**src/rtl/mux_scan_sampler.sv**
```systemverilog
// Parametrised channel sampler: picks one of CHANNELS words (manual select or
// masked round-robin scan) and presents it on a registered valid/ready stream.
module mux_scan_sampler #(
  parameter int WIDTH    = 8,
  parameter int CHANNELS = 8,
  parameter int DWELL    = 4,
  parameter int SEL_W    = $clog2(CHANNELS)
) (
  input  logic                      i_Clk,
  input  logic                      i_Rst_n,
  input  logic [CHANNELS*WIDTH-1:0] i_Data,
  input  logic [SEL_W-1:0]          i_Sel,
  input  logic                      i_Mode,
  input  logic [CHANNELS-1:0]       i_Mask,
  input  logic                      i_Ready,
  output logic [WIDTH-1:0]          o_Data,
  output logic [SEL_W-1:0]          o_Chan,
  output logic                      o_Valid
);

  localparam int                CNT_W      = (DWELL > 1) ? $clog2(DWELL) : 1;
  localparam logic [CNT_W-1:0]  CNT_RELOAD = CNT_W'(DWELL - 1);
  localparam logic [SEL_W:0]    CHAN_COUNT = (SEL_W + 1)'(CHANNELS);
  localparam logic [SEL_W-1:0]  PTR_INIT   = SEL_W'(CHANNELS - 1);

  typedef enum logic [1:0] {
    ST_IDLE  = 2'd0,
    ST_DWELL = 2'd1,
    ST_ISSUE = 2'd2
  } state_t;

  state_t           state_r;
  logic [SEL_W-1:0] ptr_r;
  logic [CNT_W-1:0] cnt_r;

  logic             slot_free_s;
  logic             mask_any_s;
  logic             sel_ok_s;
  logic [SEL_W-1:0] target_s;
  logic [WIDTH-1:0] chan_word [CHANNELS];

  for (genvar k = 0; k < CHANNELS; k++) begin : g_unpack
    assign chan_word[k] = i_Data[k*WIDTH +: WIDTH];
  end

  // First enabled channel after 'from', wrapping at CHANNELS; may return 'from' itself.
  function automatic logic [SEL_W-1:0] next_enabled(input logic [SEL_W-1:0]    from,
                                                    input logic [CHANNELS-1:0] mask);
    logic [SEL_W-1:0] pick;
    logic             hit;
    logic [SEL_W:0]   idx;
    pick = from;
    hit  = 1'b0;
    for (int i = 1; i <= CHANNELS; i++) begin
      idx = {1'b0, from} + (SEL_W + 1)'(i);
      if (idx >= CHAN_COUNT) begin
        idx = idx - CHAN_COUNT;
      end else begin
        idx = idx;
      end
      if (!hit && mask[idx[SEL_W-1:0]]) begin
        pick = idx[SEL_W-1:0];
        hit  = 1'b1;
      end else begin
        pick = pick;
      end
    end
    return pick;
  endfunction

  // Handshake slot, manual select qualification and scan target search.
  always_comb begin
    slot_free_s = !o_Valid || i_Ready;
    mask_any_s  = |i_Mask;
    target_s    = next_enabled(ptr_r, i_Mask);
    if ({1'b0, i_Sel} < CHAN_COUNT) begin
      sel_ok_s = i_Mask[i_Sel];
    end else begin
      sel_ok_s = 1'b0;
    end
  end

  // Scan sequencer and output register; a free slot without a capture drops o_Valid.
  always_ff @(posedge i_Clk or negedge i_Rst_n) begin
    if (!i_Rst_n) begin
      state_r <= ST_IDLE;
      ptr_r   <= PTR_INIT;
      cnt_r   <= '0;
      o_Data  <= '0;
      o_Chan  <= '0;
      o_Valid <= 1'b0;
    end else begin
      if (slot_free_s) begin
        o_Valid <= 1'b0;
      end
      if (!i_Mode) begin
        state_r <= ST_IDLE;
        cnt_r   <= '0;
        if (slot_free_s && sel_ok_s) begin
          o_Data  <= chan_word[i_Sel];
          o_Chan  <= i_Sel;
          o_Valid <= 1'b1;
        end
      end else begin
        case (state_r)
          ST_IDLE: begin
            if (mask_any_s) begin
              state_r <= ST_DWELL;
              cnt_r   <= CNT_RELOAD;
            end
          end
          ST_DWELL: begin
            if (!mask_any_s) begin
              state_r <= ST_IDLE;
            end else if (cnt_r == '0) begin
              state_r <= ST_ISSUE;
            end else begin
              cnt_r <= cnt_r - CNT_W'(1);
            end
          end
          ST_ISSUE: begin
            // Under backpressure the target is re-evaluated each cycle until the slot frees.
            if (!mask_any_s) begin
              state_r <= ST_IDLE;
            end else if (slot_free_s) begin
              o_Data  <= chan_word[target_s];
              o_Chan  <= target_s;
              o_Valid <= 1'b1;
              ptr_r   <= target_s;
              cnt_r   <= CNT_RELOAD;
              state_r <= ST_DWELL;
            end
          end
          default: begin
            state_r <= ST_IDLE;
            cnt_r   <= '0;
          end
        endcase
      end
    end
  end

endmodule

```
**config.mk**
```make
export PLATFORM = sky130hd
export DESIGN_NAME = mux_scan_sampler
export DESIGN_NICKNAME = d
export VERILOG_FILES = /design/src/rtl/mux_scan_sampler.sv
export SDC_FILE = /design/constraint.sdc
export NUM_CORES = 1
export LEC_CHECK = 0
export ABC_AREA = 1
export ABC_CLOCK_PERIOD_IN_PS = 3000
export CORE_ASPECT_RATIO = 0.9
export CORE_MARGIN = 2
export CORE_UTILIZATION = 25
export CTS_CLUSTER_SIZE = 12
export DETAILED_ROUTE_END_ITERATION = 6
export GPL_TIMING_DRIVEN = 0
export SLEW_MARGIN = 40
export SYNTH_ARGS = -nofsm -noshare
export SYNTH_HDL_FRONTEND = slang
export SYNTH_SLANG_ARGS = --single-unit
```
**constraint.sdc**
```tcl
create_clock -name i_Clk -period 3 [get_ports i_Clk]
set_clock_uncertainty 0.1 [all_clocks]
set_input_delay 0.3 -clock i_Clk [delete_from_list [all_inputs] [get_ports i_Clk]]
set_output_delay 0.3 -clock i_Clk [all_outputs]
set_load 0.1 [all_outputs]
```
==> impl_metrics.yaml, run 1 <==
run_status:
  status: "complete, no violations"
critical_path:
  start_kind: "flip-flop"
  cp.required_ps: 3050
  path_class: "reg2reg"
  path_max_fanout: 7
  path_common_cell: "nand3_2"
  cp_num_buf_inv: 4
  cp_top_family: "simple AND/OR/NAND/NOR gates"
  crit_path_end_kind: "flip-flop"
  critPathSlowestCell: "dfstp_2"
  path_cells: "buf_8 > inv_8 > ha_4 > nand3_2 > nand3_4 > nand2_4 > nor2_4 > nand4_4 > nor2_4 > nand2_4 > nand2_8 > nand2_8 > clkbuf_16 > nand2_1 > nand3_1 > nand3_2 > nand3_2 > nand2_1 > inv_1"
  worstPathArrival_ps: 3030
  max_stage_delay_ps: 550
timing:
  hold_viol: 0
  slew_headroom: 0.372
  rsz0062_at_grt: "true"
  drv_slew: 0
  setup_viol: 0
  worstMarginPinSlew_ps: 939
  fin_hold_ws_ps: 379
  fin_crit_ps: 2980
  timing.fmax_mhz: 335
  fin_crit_sh: 0.994
synthesis:
  syn_area_mm2: 0.00303
  synth-edff-count: 0
  synthFlopType: "dfrtp_1"
  yosysMostFrequentCell: "nand2_1"
  synth_fp_nets: 609
  ys_warn_count: 0
  synth_area_leaders: "nand2_1 (17%), nand3_1 (16%), dfrtp_1 (13%)"
  syn_avg_cell_area_um2: 5.75
  syn_inst: 527
  ys_ff_latch: 19
  synth_commonest_cells: "nand2_1 (136), nand3_1 (96), o21ai_0 (54)"
  yosysSeqAreaShare: 0.158
  synth_top_area_cell: "nand2_1"
  ys_types: 40
  synth_top_area_frac: 0.168
  synth-async-reset-ratio: 1.00
cells_and_area:
  nets: 728
  drive_gt1_frac: 0.228
  syn2layout_area_growth_pct: 56.5
  diodes: 0
floorplan:
  initial_core_util: 0.254
  ioPinCount: 91
  die-area_mm2: 0.0130
  die_w_um: 120
  fp-row-count: 38
  coreArea_mm2: 0.0119
  die_y_um: 108
clock_tree:
  cts_tree: "yes"
  cts.root.buffer_cell: "clkbuf_16"
  clock_sinks: 19
  ctsLongestPathBuffers: 2
  htreeDepth: 1
  clk_latency_ps: 260
  clk_pin_slew_ps: 60
  cts_inserted_buffers: 3
placement:
  dp_hpwl_um: 9700
  io_buffer_count: 87
  gp_congestion: 0.887
detailed_routing:
  drtIter0Drc: 373
  wl_per_cell_um: 16.3
  detailroute.via_count: 4124
  wl_um: 13200
  drtAntennaViolNets: 0
  via_per_inst: 5.12
  drt_pass1_iterations: 5
  drc: 0
global_route:
  grt_max_degree: 20
  grt_usage: 0.195
  grt_pass1_wl_um: 20000
  first_global_vias: 3844
  overflow: 0
  antenna_found_initial: 0
worst_hold_path:
  min_path_type: "in2reg"
run:
  maxCapViolCount: 0
==> final timing paths <==
path                           start   endpoint  slack [ps]  cells after the start
min in group asynchronous    i_Rst_n   cnt_r[0]         420                      2
min reg2reg                o_Chan[1]  o_Chan[1]         410                      2
max in group asynchronous    i_Rst_n   ptr_r[1]        2040                      2
min                           i_Mode   cnt_r[1]         380                      3
max                         ptr_r[1]  o_Data[4]          20                     19
max reg2reg                 ptr_r[1]  o_Data[4]          20                     19
==> metal layers <==
layer	up-vias	GRT usage	part of all wire
met2	216	0.309	0.46
met3	15	0.0454	0.093
met4	0	0.0504	0.015
met5	-	0	0
li1	2019	-	-
met1	1874	0.266	0.43
==> cell families (layout without fill, tap and decap cells) <==
kind of cell             after synthesis  after routing  synth area share
AND/OR/NAND/NOR                      326            327             0.532
buffers and inverters                 82            199             0.114
flip-flops                            19             19             0.158
adder cells (fa/ha/maj)                3              3            0.0124
AO/OA/AOI/OAI                         95             95             0.177
XOR/XNOR                               2              2           0.00578
==> sequential cells by signal, summed over array words and instances (netlist names), named ones only <==
| register | flops |
|---|---|
| o_Data | 8 |
| o_Chan | 3 |
| ptr_r | 3 |
| cnt_r | 2 |
| state_r | 2 |
==> cells in the final DEF, fill, tap and decap left out, drive strengths merged <==
master	synthesis	layout
o22ai	8	8
o21ai	56	56
xnor2	1	1
dfrtp	16	16
buf	11	49
nand4	12	12
xor2	1	1
nor3	2	2
nor4	1	1
clkinv	1	1
ha	3	3
clkbuf	15	19
nor2	46	46
nand3b	1	1
nand3	111	111
a21oi	17	17
nand2	145	146
o31ai	2	2
clkdlybuf4s50	0	74
a31oi	1	1
dfstp	3	3
dlygate4sd3	0	1
a221oi	8	8
inv	55	55
or2	8	8
o211ai	2	2
a211oi	1	1
==> what timing repair did <==
action,4_1_cts,5_1_grt
pin swaps,9,28
cloned,0,3
endpoints found under the setup margin,13,10
setup buffers,12,11
hold buffers,1,0
hold endpoints to repair,16,0
resized for setup,39,51
==> worst min-delay path, cell delays in order <==
cell and delay, ps:
clkbuf_1 170, a21oi_1 170, a21oi_1 50
==> final cells by class <==
| cell class | instances | area [µm²] |
|---|---|---|
| Clock buffer | 4 | 78.8 |
| Fill cell | 1252 | 7190 |
| Sequential cell | 19 | 479 |
| Tap cell | 160 | 200 |
| Buffer | 26 | 193 |
| Multi-Input combinational cell | 427 | 2480 |
| Timing Repair Buffer | 113 | 1070 |
| Inverter | 56 | 233 |
==> per-stage QoR <==
step           setup TNS (ps)  setup WS (ps)   util  instance area, µm²  std cells
2_1_floorplan               0            144      -                3030        527
3_3_place_gp            -3840           -442  0.344                4100        774
3_5_place_dp            -4360           -487  0.338                4040        774
4_1_cts                     0           3.58  0.366                4360        791
5_1_grt                 -1010           -146  0.397                4740        805
6_report                    0           19.3  0.397                4740        805
Power of run 1 is not shown: default switching activity piles up to over one toggle a cycle in this logic, so the estimate is an artifact.
==> run 2: changes to the inputs <==
- ABC_CLOCK_PERIOD_IN_PS: 3000 -> 2760
- clock period: 3 -> 2.76 ns (I/O delays scaled with it)
==> run 2 against run 1 <==
  * The run now ends with setup timing left
  * Cell count increased by 0.37%
  * Routed wire length rose by 2.8%
  * Die area stayed put
  * Critical endpoint is now o_Data[5]
  * Utilization rose by 1.1 points
  * Global-route usage grew 0.47 points
  * Final area rose by 2.9%
  * Worst setup slack worse by 230 ps
  * Hold slack got worse by 3.7 ps
  * Critical path type unchanged
  * Clock-buffer cell count decreased by 1
  * Maximum frequency up 0.23%
  * Largest cell class unchanged
==> impl_metrics.yaml, run 2 (same netlist as run 1, synthesis figures left out) <==
cells_and_area:
  nets: 731
  final_common_cell: "nand2_1"
  syn2layout_area_growth_pct: 61.0
  layout_common_cells: "nand2_1 (120), clkdlybuf4s50_1 (74), nand3_1 (70)"
  reg_top3: "o_Data: 8 flops, o_Chan: 3 flops, ptr_r: 3 flops"
  drive_gt1_frac: 0.253
  largest_reg_flops: 8
  diodes: 0
  final_cells: 808
  stdcell_area_mm2: 0.00488
  largest-register: "o_Data"
detailed_routing:
  via_per_inst: 5.17
  detailroute.via_count: 4175
  wl_per_cell_um: 16.7
  drtAntennaViolNets: 0
  drc: 0
  wl_um: 13500
  drtIter0Drc: 422
  drt_pass1_iterations: 5
run:
  maxCapViolCount: 0
floorplan:
  die-area_mm2: 0.0130
  die_w_um: 120
  coreArea_mm2: 0.0119
  die_y_um: 108
  initial_core_util: 0.254
  ioPinCount: 91
  fp-row-count: 38
global_route:
  grt_max_degree: 20
  overflow: 0
  antenna_found_initial: 0
  grt_pass1_wl_um: 20600
  grt_usage: 0.199
  first_global_vias: 4045
timing:
  fin_crit_sh: 1.08
  fin_ws_ps: -214
  hold_viol: 0
  setup_viol: 10
  fin_crit_ps: 2970
  worstMarginPinSlew_ps: 979
  timing.fmax_mhz: 336
  fin_hold_ws_ps: 375
  fin_setup_tns_ps: -1780
  rsz0062_at_grt: "true"
  drv_slew: 0
  slew_headroom: 0.345
critical_path:
  crit_path_end_kind: "flip-flop"
  start_kind: "flip-flop"
  path_class: "reg2reg"
  r2r_cells: 19
  worstPathArrival_ps: 3020
  cp.required_ps: 2810
  path_max_fanout: 6
worst_hold_path:
  min_path_type: "in2reg"
  min_path_cells: 3
clock_tree:
  ctsLongestPathBuffers: 2
  cts_inserted_buffers: 3
  cts.root.buffer_cell: "clkbuf_16"
  clock_sinks: 19
  htreeDepth: 1
  cts_tree: "yes"
  clk_latency_ps: 250
  clk_pin_slew_ps: 50
placement:
  io_buffer_count: 87
  dp_hpwl_um: 9950
  placed_area_mm2: 0.00405
  dp.cells: 774
  gp_congestion: 0.946
run_status:
  status: "finished, violations left"
  violations: "setup timing"
[run 2: cell count changes in the layout (fill, tap and decap cells not counted), sizes merged]
cell    before  now
nand2      146  145
buf         49   52
clkinv       1    2
[run 2: critical path, stage by stage (launching register included)]
cell and delay (ps):
dfstp_2 550, buf_6 120, inv_8 40, ha_4 350
nand3_4 120, nand3_4 110, nand2_4 70, nor2_4 130
nand4_4 170, nor2_4 180, nand3_4 150, nand2_8 170
buf_8 130, nand2_1 50, nand2_1 50, nand2_1 50
nand3_1 100, nand3_2 110, nand2_1 90, inv_1 40
[run 2: area by class of cell]
cell class | count | area [µm²]
buffer | 26 | 196
clock buffer | 3 | 75.1
clock inverter | 1 | 5.00
fill | 1269 | 7050
inverter | 56 | 233
multi-input combinational | 426 | 2540
sequential | 19 | 479
tap | 160 | 200
timing repair buffer | 117 | 1150
[run 2: path summary, 6_finish.rpt]
path / startpoint / to / slack, ps
max reg2reg: ptr_r[1] / o_Data[5] / -210
min: i_Mode / cnt_r[1] / 370
min reg2reg: o_Chan[1] / o_Chan[1] / 400
min in group asynchronous: i_Rst_n / o_Data[4] / 390
max in group asynchronous: i_Rst_n / ptr_r[1] / 1830
max: ptr_r[1] / o_Data[5] / -210
[run 2: what timing repair did]
item | in CTS | in global routing
buffers inserted | 23 | 4
hold buffers | 1 | 0
gates cloned | 1 | 2
gates resized for setup | 70 | 37
pin swaps | 28 | 14
setup endpoints to repair | 13 | 14
endpoints found under the hold margin | 16 | 0
[run 2: per-layer routing]
layer	global-route usage	vias up	share of wire
met3	0.0485	14	0.091
met4	0.0513	0	0.011
met1	0.264	1936	0.43
met5	0	-	0
li1	-	2024	-
met2	0.325	201	0.47
[run 2: metrics by stage]
| step | worst slack, ps | utilization |
|---|---|---|
| after global placement | -512 | 0.345 |
| after global routing | -388 | 0.409 |
| final | -214 | 0.409 |
| after detailed placement | -572 | 0.339 |
| after CTS | -147 | 0.392 |
| after floorplan | 20.0 | - |
Power of run 2 is left out for the same reason.
